File: src/rtl/soc_csr_arb.sv
// soc_csr_arb: two-master round-robin arbiter in front of a single CSR slave port.
// One transaction is in flight at a time: IDLE picks a winner, BUSY presents
// the request to the slave until it accepts, and RESP returns a one-cycle
// m_rdy strobe to the granted master.
// Optional build macro CSR_ARB_TIMEOUT_EN: compiles in a slave-wait watchdog.
// The watchdog aborts a stalled slave cycle after TIMEOUT_CYC BUSY cycles and
// answers the master with 32'hDEAD_BEEF plus a to_err strobe. Without the
// macro, BUSY waits for s_rdy forever and to_err is tied low.
module soc_csr_arb #(
  parameter int unsigned ADDR_W      = 32,
  parameter int unsigned TIMEOUT_CYC = 255
) (
  input  logic                   clk,
  input  logic                   rst,
  input  logic [1:0]             m_vld,
  input  logic [1:0][3:0]        m_we,
  input  logic [1:0][ADDR_W-1:0] m_addr,
  input  logic [1:0][31:0]       m_wdat,
  output logic [1:0]             m_rdy,
  output logic [31:0]            m_rdat,
  output logic                   s_vld,
  output logic [3:0]             s_we,
  output logic [ADDR_W-1:0]      s_addr,
  output logic [31:0]            s_wdat,
  input  logic                   s_rdy,
  input  logic [31:0]            s_rdat,
  output logic                   gnt_id,
  output logic                   busy,
  output logic                   to_err
);

  typedef enum logic [1:0] {
    ST_IDLE = 2'd0,
    ST_BUSY = 2'd1,
    ST_RESP = 2'd2
  } state_t;

  state_t state_r;
  logic   last_gnt_r;  // master served by the most recent completed transaction
  logic   win_s;       // master that would be granted this cycle

`ifdef CSR_ARB_TIMEOUT_EN
  localparam logic [15:0] TO_LAST = 16'(TIMEOUT_CYC - 1);
  logic [15:0] cnt_r;
`endif

  // Round-robin pick: on contention the master not served last wins
  always_comb begin
    win_s = 1'b0;
    if (m_vld == 2'b11) begin
      win_s = ~last_gnt_r;
    end else if (m_vld[1]) begin
      win_s = 1'b1;
    end else begin
      win_s = 1'b0;
    end
  end

  // Transaction FSM; every output is a flop so the slave and masters see clean timing
  always_ff @(posedge clk) begin
    if (rst) begin
      state_r    <= ST_IDLE;
      s_vld      <= 1'b0;
      s_we       <= 4'b0000;
      s_addr     <= {ADDR_W{1'b0}};
      s_wdat     <= 32'h0000_0000;
      m_rdy      <= 2'b00;
      m_rdat     <= 32'h0000_0000;
      gnt_id     <= 1'b0;
      busy       <= 1'b0;
      last_gnt_r <= 1'b1;  // pretend master 1 went last so master 0 wins first
`ifdef CSR_ARB_TIMEOUT_EN
      to_err     <= 1'b0;
      cnt_r      <= 16'd0;
`endif
    end else begin
      case (state_r)
        ST_IDLE: begin
          if (m_vld != 2'b00) begin
            // Latch the winner's request; the loser is ignored until the next IDLE
            gnt_id  <= win_s;
            s_vld   <= 1'b1;
            s_we    <= m_we[win_s];
            s_addr  <= m_addr[win_s];
            s_wdat  <= m_wdat[win_s];
            busy    <= 1'b1;
            state_r <= ST_BUSY;
`ifdef CSR_ARB_TIMEOUT_EN
            cnt_r   <= 16'd0;
`endif
          end else begin
            state_r <= ST_IDLE;
          end
        end
        ST_BUSY: begin
          if (s_rdy) begin
            // Slave accepted: capture read data (also on writes) and answer the master
            m_rdat     <= s_rdat;
            m_rdy      <= gnt_id ? 2'b10 : 2'b01;
            last_gnt_r <= gnt_id;
            s_vld      <= 1'b0;
            s_we       <= 4'b0000;
            state_r    <= ST_RESP;
          end
`ifdef CSR_ARB_TIMEOUT_EN
          else if (cnt_r == TO_LAST) begin
            // Slave never answered: abort and hand back a recognisable poison value
            m_rdat     <= 32'hDEAD_BEEF;
            m_rdy      <= gnt_id ? 2'b10 : 2'b01;
            to_err     <= 1'b1;
            last_gnt_r <= gnt_id;
            s_vld      <= 1'b0;
            s_we       <= 4'b0000;
            state_r    <= ST_RESP;
          end else begin
            cnt_r   <= cnt_r + 16'd1;
            state_r <= ST_BUSY;
          end
`else
          else begin
            state_r <= ST_BUSY;
          end
`endif
        end
        ST_RESP: begin
          m_rdy   <= 2'b00;
          busy    <= 1'b0;
          state_r <= ST_IDLE;
`ifdef CSR_ARB_TIMEOUT_EN
          to_err  <= 1'b0;
`endif
        end
        default: begin
          // Unreachable encoding: fall back to a quiet IDLE
          state_r <= ST_IDLE;
          s_vld   <= 1'b0;
          s_we    <= 4'b0000;
          m_rdy   <= 2'b00;
          busy    <= 1'b0;
`ifdef CSR_ARB_TIMEOUT_EN
          to_err  <= 1'b0;
`endif
        end
      endcase
    end
  end

`ifndef CSR_ARB_TIMEOUT_EN
  assign to_err = 1'b0;
`endif

endmodule

File: config.mk
export PLATFORM = sky130hd
export DESIGN_NAME = soc_csr_arb
export DESIGN_NICKNAME = d
export VERILOG_FILES = /design/src/rtl/soc_csr_arb.sv
export SDC_FILE = /design/constraint.sdc
export NUM_CORES = 1
export LEC_CHECK = 0
export ABC_AREA = 1
export ABC_CLOCK_PERIOD_IN_PS = 1550
export BUFFER_PORTS_ARGS = -buffer_cell sky130_fd_sc_hd__buf_2
export CORE_ASPECT_RATIO = 0.8
export CORE_MARGIN = 1.5
export CORE_UTILIZATION = 46
export CTS_BUF_LIST = sky130_fd_sc_hd__clkbuf_4
export DETAILED_ROUTE_END_ITERATION = 8
export PLACE_DENSITY = 0.93
export SYNTH_ARGS = -nofsm -noshare
export SYNTH_HDL_FRONTEND = slang
export SYNTH_SLANG_ARGS = --single-unit
File: constraint.sdc
create_clock -name clk -period 1.55 [get_ports clk]
set_clock_uncertainty 0.15 [all_clocks]
set_input_delay 0.31 -clock clk [delete_from_list [all_inputs] [get_ports clk]]
set_output_delay 0.31 -clock clk [all_outputs]
set_load 0.05 [all_outputs]
# Yosys cells after proc, flatten, opt, wreduce, memory -nomap -nowiden
# Index checks and enable logic that the tools add are counted.
# word_totals
register_bits	108
in_bits	173
wordCells	48
# classes
n_lt_le_gt_ge	1
n_eq_ne	5
mux	21
bitwise	4
n_reduce_logical	7
# op_table
op	n
2-to-1 mux 32 bit	4
2-to-1 mux 4 bit	4
case mux 4 bit (3 select lines)	1
case mux 2 bit (2 select lines)	2
AND reduction 2 bit	4
2-to-1 mux 2 bit	3
2-to-1 mux 1 bit	5
== test 2 bit (second input constant)	2
inequality test 2 bit (second input constant)	2
NOT 1 bit	4
case mux 1 bit (3 select lines)	1
AND reduction 3 bit	1
== test 2 x 1 -> 1 bit (second input constant)	1
zero test 2 bit	1
< comparator 1 x 2 -> 1 bit (second input constant)	1
case mux 1 bit (2 select lines)	1
nonzero test 2 bit	1

# Depth between registers and ports, before layout
# logic_depth
word_depth	6
depth_mapped	8
depth_no_buf	6

# Least setup slack after synthesis
# Ideal clock, no wire load.
# synth_timing
path_kind	input to register
start	in m_vld[1]
end	reg s_addr[22]
setup_time_ns	0.116
arrival_time_ns	1.118
required_time_ns	1.284
slack_ns	0.166
stages	7
path_cell_list	buf_4 > nor2_2 > nor2_4 > buf_6 > buf_4 > o21ai_0 > nor2_1
# synth_between
elab_chain_cells	4
elab_cells_between_ends	7
cone_classes	eq/ne (1); mux (4); reduce/logical (2)
# synth_rtl
item	line	source
start: declaration	15	input logic [1:0] m_vld,
== test 2 bit or 2-to-1 mux 1 bit (tied branches)	50, 52	
2-to-1 mux 1 bit	50	if (m_vld == 2'b11) begin
2-to-1 mux 32 bit (implied by the code) (2 in a row)	84	s_addr <= m_addr[win_s];
end signal: assignment	65	s_addr <= {ADDR_W{1'b0}};
end signal: assignment	84	
end: declaration	23	output logic [ADDR_W-1:0] s_addr,
# Parallel ways exist; a longest one is shown, timed or not. The select of a mux whose other input is x is not followed.
# A chain may end at the register's enable or synchronous reset.

# Worst setup path after layout
# layout_timing
start	reg state_r[1]
end	reg s_wdat[30]
# layout_between
elab_chain_cells	2
# layout_rtl
item	line	source
start: declaration	38	state_t state_r;
start signal: assignment	62	state_r <= ST_IDLE;
start signal: assignment	87	state_r <= ST_BUSY;
start signal: assignment	92	state_r <= ST_IDLE;
zero test 2 bit	77	case (state_r)
AND reduction 2 bit (no source line)	-	
end signal: assignment	85	s_wdat <= m_wdat[win_s];
end: declaration	24	output logic [31:0] s_wdat,
# No other way between the ends.

==> summary.md <==
| Metric | Value |
|---|---|
| Status | finished, violations left |
| Violated checks | setup timing |
| Hold violation count in the final report | 0 |
| Share of final-layout standard cells stronger than drive strength 1 | 34.8% |
| Synth Net Count | around 940 |
| Min-Delay Path Depth | 5 |
| Multi-input combinational cell area | 0.00235 mm2 |
| Buffer cell driving the clock tree root | clkbuf_4 |
| Leading cell types in the layout, fill and taps excluded | 189 x nand2_1, 183 x nor2_1, 173 x buf_2 |
| NumNets Final | roughly 1.3k |
| Finish-stage setup viols | 62 |
| Share of the yosys chip area belonging to registers | ~44% |
| Final core utilization | 80.5% |
| Critical-path maximum fanout | 8 |
| Compound-cell area share of the yosys netlist | 11.0% |
| Shortest clock period the worst path allows after layout | approximately 1.7 ns |
| LEAKAGE | 4.37 nW |
| Main combinational cell family by area after synthesis | simple AND/OR/NAND/NOR gates |
| Clock latency of the later-clocked register in the worst-skew pair | 0.46 ns |
| Height of the chip | about 95 um |
| Data required time of the critical path | 1.79 ns |
| Final weighted congestion of routability-driven global placement | approximately 0.84 |
| Buffer levels on the longest clock path | 2 |
| Die span in x | 118 um |
| H-Tree Depth | 3 |
| I/O Buffers | approximately 280 |
| Post-synthesis average cell area | ~6.4 um2 |
| Number of pins exceeding their max-slew limit in the final report | 0 |
| Share of synthesized cell area in and, or, nand and nor gates | 33.1% |
| Number of global-route vias before repair | ~5.7k |
| Antenna Violating Nets Remaining | 0 |
| Sequential cell area in the final layout | 0.00218 mm2 |
| Final worst path period share | 107% |
| Register-to-register path setup slack | -0.10 ns |
| Reg clk slew, reported paths | 0.16 ns |
| Core Box Area | 0.0103 mm2 |
| Min setup slack post-route | -0.104 ns |
| Initial Util | 47.5% |
| Arrival time at the worst endpoint | ~1.9 ns |
| Row count | 33 |
| Diode insertion count for antenna repair | 0 |
| First-pass GRT wire length | 25600 um |
| Synth Cell Area | 0.00490 mm2 |
| Vias post-DR | 6472 |
| Total routed wirelength | approximately 21000 um |
| Per-cell routed wire length | 16.7 um |
| Largest net degree at the start of global routing | 78 |
| Peak supply drop | 0.735 mV |
| Xor and xnor area share after synthesis | 0% |
| Number of top-level design ports | 279 |
| Syn Inst Count | 765 |
| Number of maximum-capacitance constraint violations | 0 |
| Unique cell type count in the Yosys netlist | 18 |
| Antenna violations before repair | 0 |
| Startpoint type of the worst setup path | flop |
| Number of DRC markers in iteration 0 | 501 |
| Startpoint of the worst-slack reg-to-reg timing path | state_r[1]$_SDFF_PP0_ |
| Fill cells | 611 |
| Register-to-Register Path Depth | 7 |
| Total congestion overflow | 0 |
| Reg-to-reg critical path endpoint | s_wdat[30]$_SDFFE_PP0P_ |
| Sinks on Clock Net | 108 |
| Category of the worst setup path capture point | flop |
| Power density over the cells | 960 mW/mm2 |
| Via density | just over 5 |
| Die ar. | 0.0113 mm2 |
| Number of warnings printed during yosys synthesis | 0 |
| Commonest non-fill, non-tap cell in the layout | nand2_1 |
| Inserted Clock Buffers | 9 |
| Number of DRC violations after detailed routing | 0 |
| Arithmetic-cell share of the synthesized area counting full adders, half adders and majority gates | 0% |
| CTS tree | yes |
| Class of the tightest hold or removal check | in -> reg |
| WHS Endpoint | s_addr[20]$_SDFFE_PP0P_ |
| DRT Pass-1 Iters | 6 |
| Setup repair after global routing missed its margin | true |
| Synthesis-stage register bit count | roughly 110 |
| Worst min-delay path startpoint | m_addr[52] |
| Detailed placement HPWL | 9730 um |
| GRT Total Usage | between 20 and 30% |
| Final sum of negative setup slack | -1.91 ns |
| Setup Crit Path Kind | reg -> reg |
| Multiplexer share of the synthesized area | 0% |
| Maximum frequency from static timing analysis | 0.605 GHz |
| Area overhead of the layout relative to synthesis | 69.4% |
==> worst max-delay path: stages, from the launching register on <==
cell and delay [ns]:
dfxtp_4 0.40, inv_4 0.07, nand2_4 0.05, nor2_4 0.29
buf_12 0.21, clkbuf_16 0.17, o21ai_0 0.09, nor2_1 0.15
==> final cells by class <==
type / instances / area share [%]
clock inverter: 7 / 1.08
timing repair buffer: 390 / 37.9
clock buffer: 9 / 0.813
inverter: 78 / 3.61
sequential: 108 / 26.2
multi-input combinational: 531 / 28.3
tap: 140 / 2.11
==> routing by layer <==
| metal | up-vias | track usage, % | share of wire [%] |
|---|---|---|---|
| met1 | 2898 | 29.6 | 35 |
| met4 | 0 | 15.6 | 5.4 |
| li1 | 3019 | - | - |
| met2 | 440 | 51.7 | 50 |
| met5 | - | 0 | 0 |
| met3 | 115 | 7.83 | 9.2 |
==> cells in the mapped netlist <==
cell type	number	area (um2)
nand2_1	207	777
nor2_1	196	736
buf_2	17	85.1
conb_1	1	3.75
buf_4	6	45.0
o31ai_1	1	7.51
o21ai_0	53	265
dfxtp_1	108	2160
nor2_4	1	11.3
nand3_1	15	75.1
inv_2	1	3.75
o21ai_1	12	60.1
inv_1	77	289
a21oi_1	41	205
nor2_2	1	6.26
clkbuf_1	17	63.8
nand2_2	3	18.8
buf_6	8	90.1
==> through the flow <==
stage	setup WS, ns	total power [mW]	hold slack [ns]	instances	instance area [um2]
3_5_place_dp	0.0510	5.50	0.305	1151	6400
3_3_place_gp	0.0981	5.46	0.296	1151	6400
2_1_floorplan	0.166	4.87	0.303	765	4900
6_report	-0.104	7.98	0.0165	1263	8310
4_1_cts	0.000491	7.30	0.000313	1239	7490
5_1_grt	-0.147	8.27	0.0158	1263	8310
==> registers in the layout (all words and copies together) (netlist names) <==
name        count
s_addr         32
gnt_id          1
busy            1
state_r         2
m_rdat         32
s_wdat         32
last_gnt_r      1
m_rdy           2
s_vld           1
s_we            4
==> where the power goes <==
part | switching, mW | internal (mW) | total (mW)
Clock | 0.937 | 0.650 | 1.59
Combinational | 1.97 | 1.22 | 3.19
Sequential | 0.171 | 3.04 | 3.21
==> cell families (layout without fill, tap and decap cells) <==
family | count (synthesis) | in the layout
buf+inv | 126 | 484
flops | 108 | 108
simple gates | 423 | 423
other cells | 1 | 1
compound gates | 107 | 107
==> worst max path at each step <==
stage / from / to / slack, ns / cells after the start
after floorplan: m_vld[1] / s_addr[22]$_SDFFE_PP0P_ / 0.17 / 7
after global placement: m_vld[1] / s_addr[18]$_SDFFE_PP0P_ / 0.1 / 7
after detailed placement: m_vld[1] / s_addr[24]$_SDFFE_PP0P_ / 0.05 / 7
after CTS: m_rdat[5]$_SDFFE_PP0P_ / m_rdat[5] / 0.0005 / 1
after global routing: state_r[0]$_SDFF_PP0_ / s_addr[29]$_SDFFE_PP0P_ / -0.15 / 8
final: state_r[1]$_SDFF_PP0_ / s_wdat[30]$_SDFFE_PP0P_ / -0.10 / 7
==> repair_timing <==
action	4_1_cts	5_1_grt
setup buffers	0	6
hold endpoints to repair	72	1
hold buffers	72	1
gates resized for setup	84	162
setup endpoints to repair	83	118
pin swaps	0	48
cloned	0	17
Power figures use the tool's default switching activity.
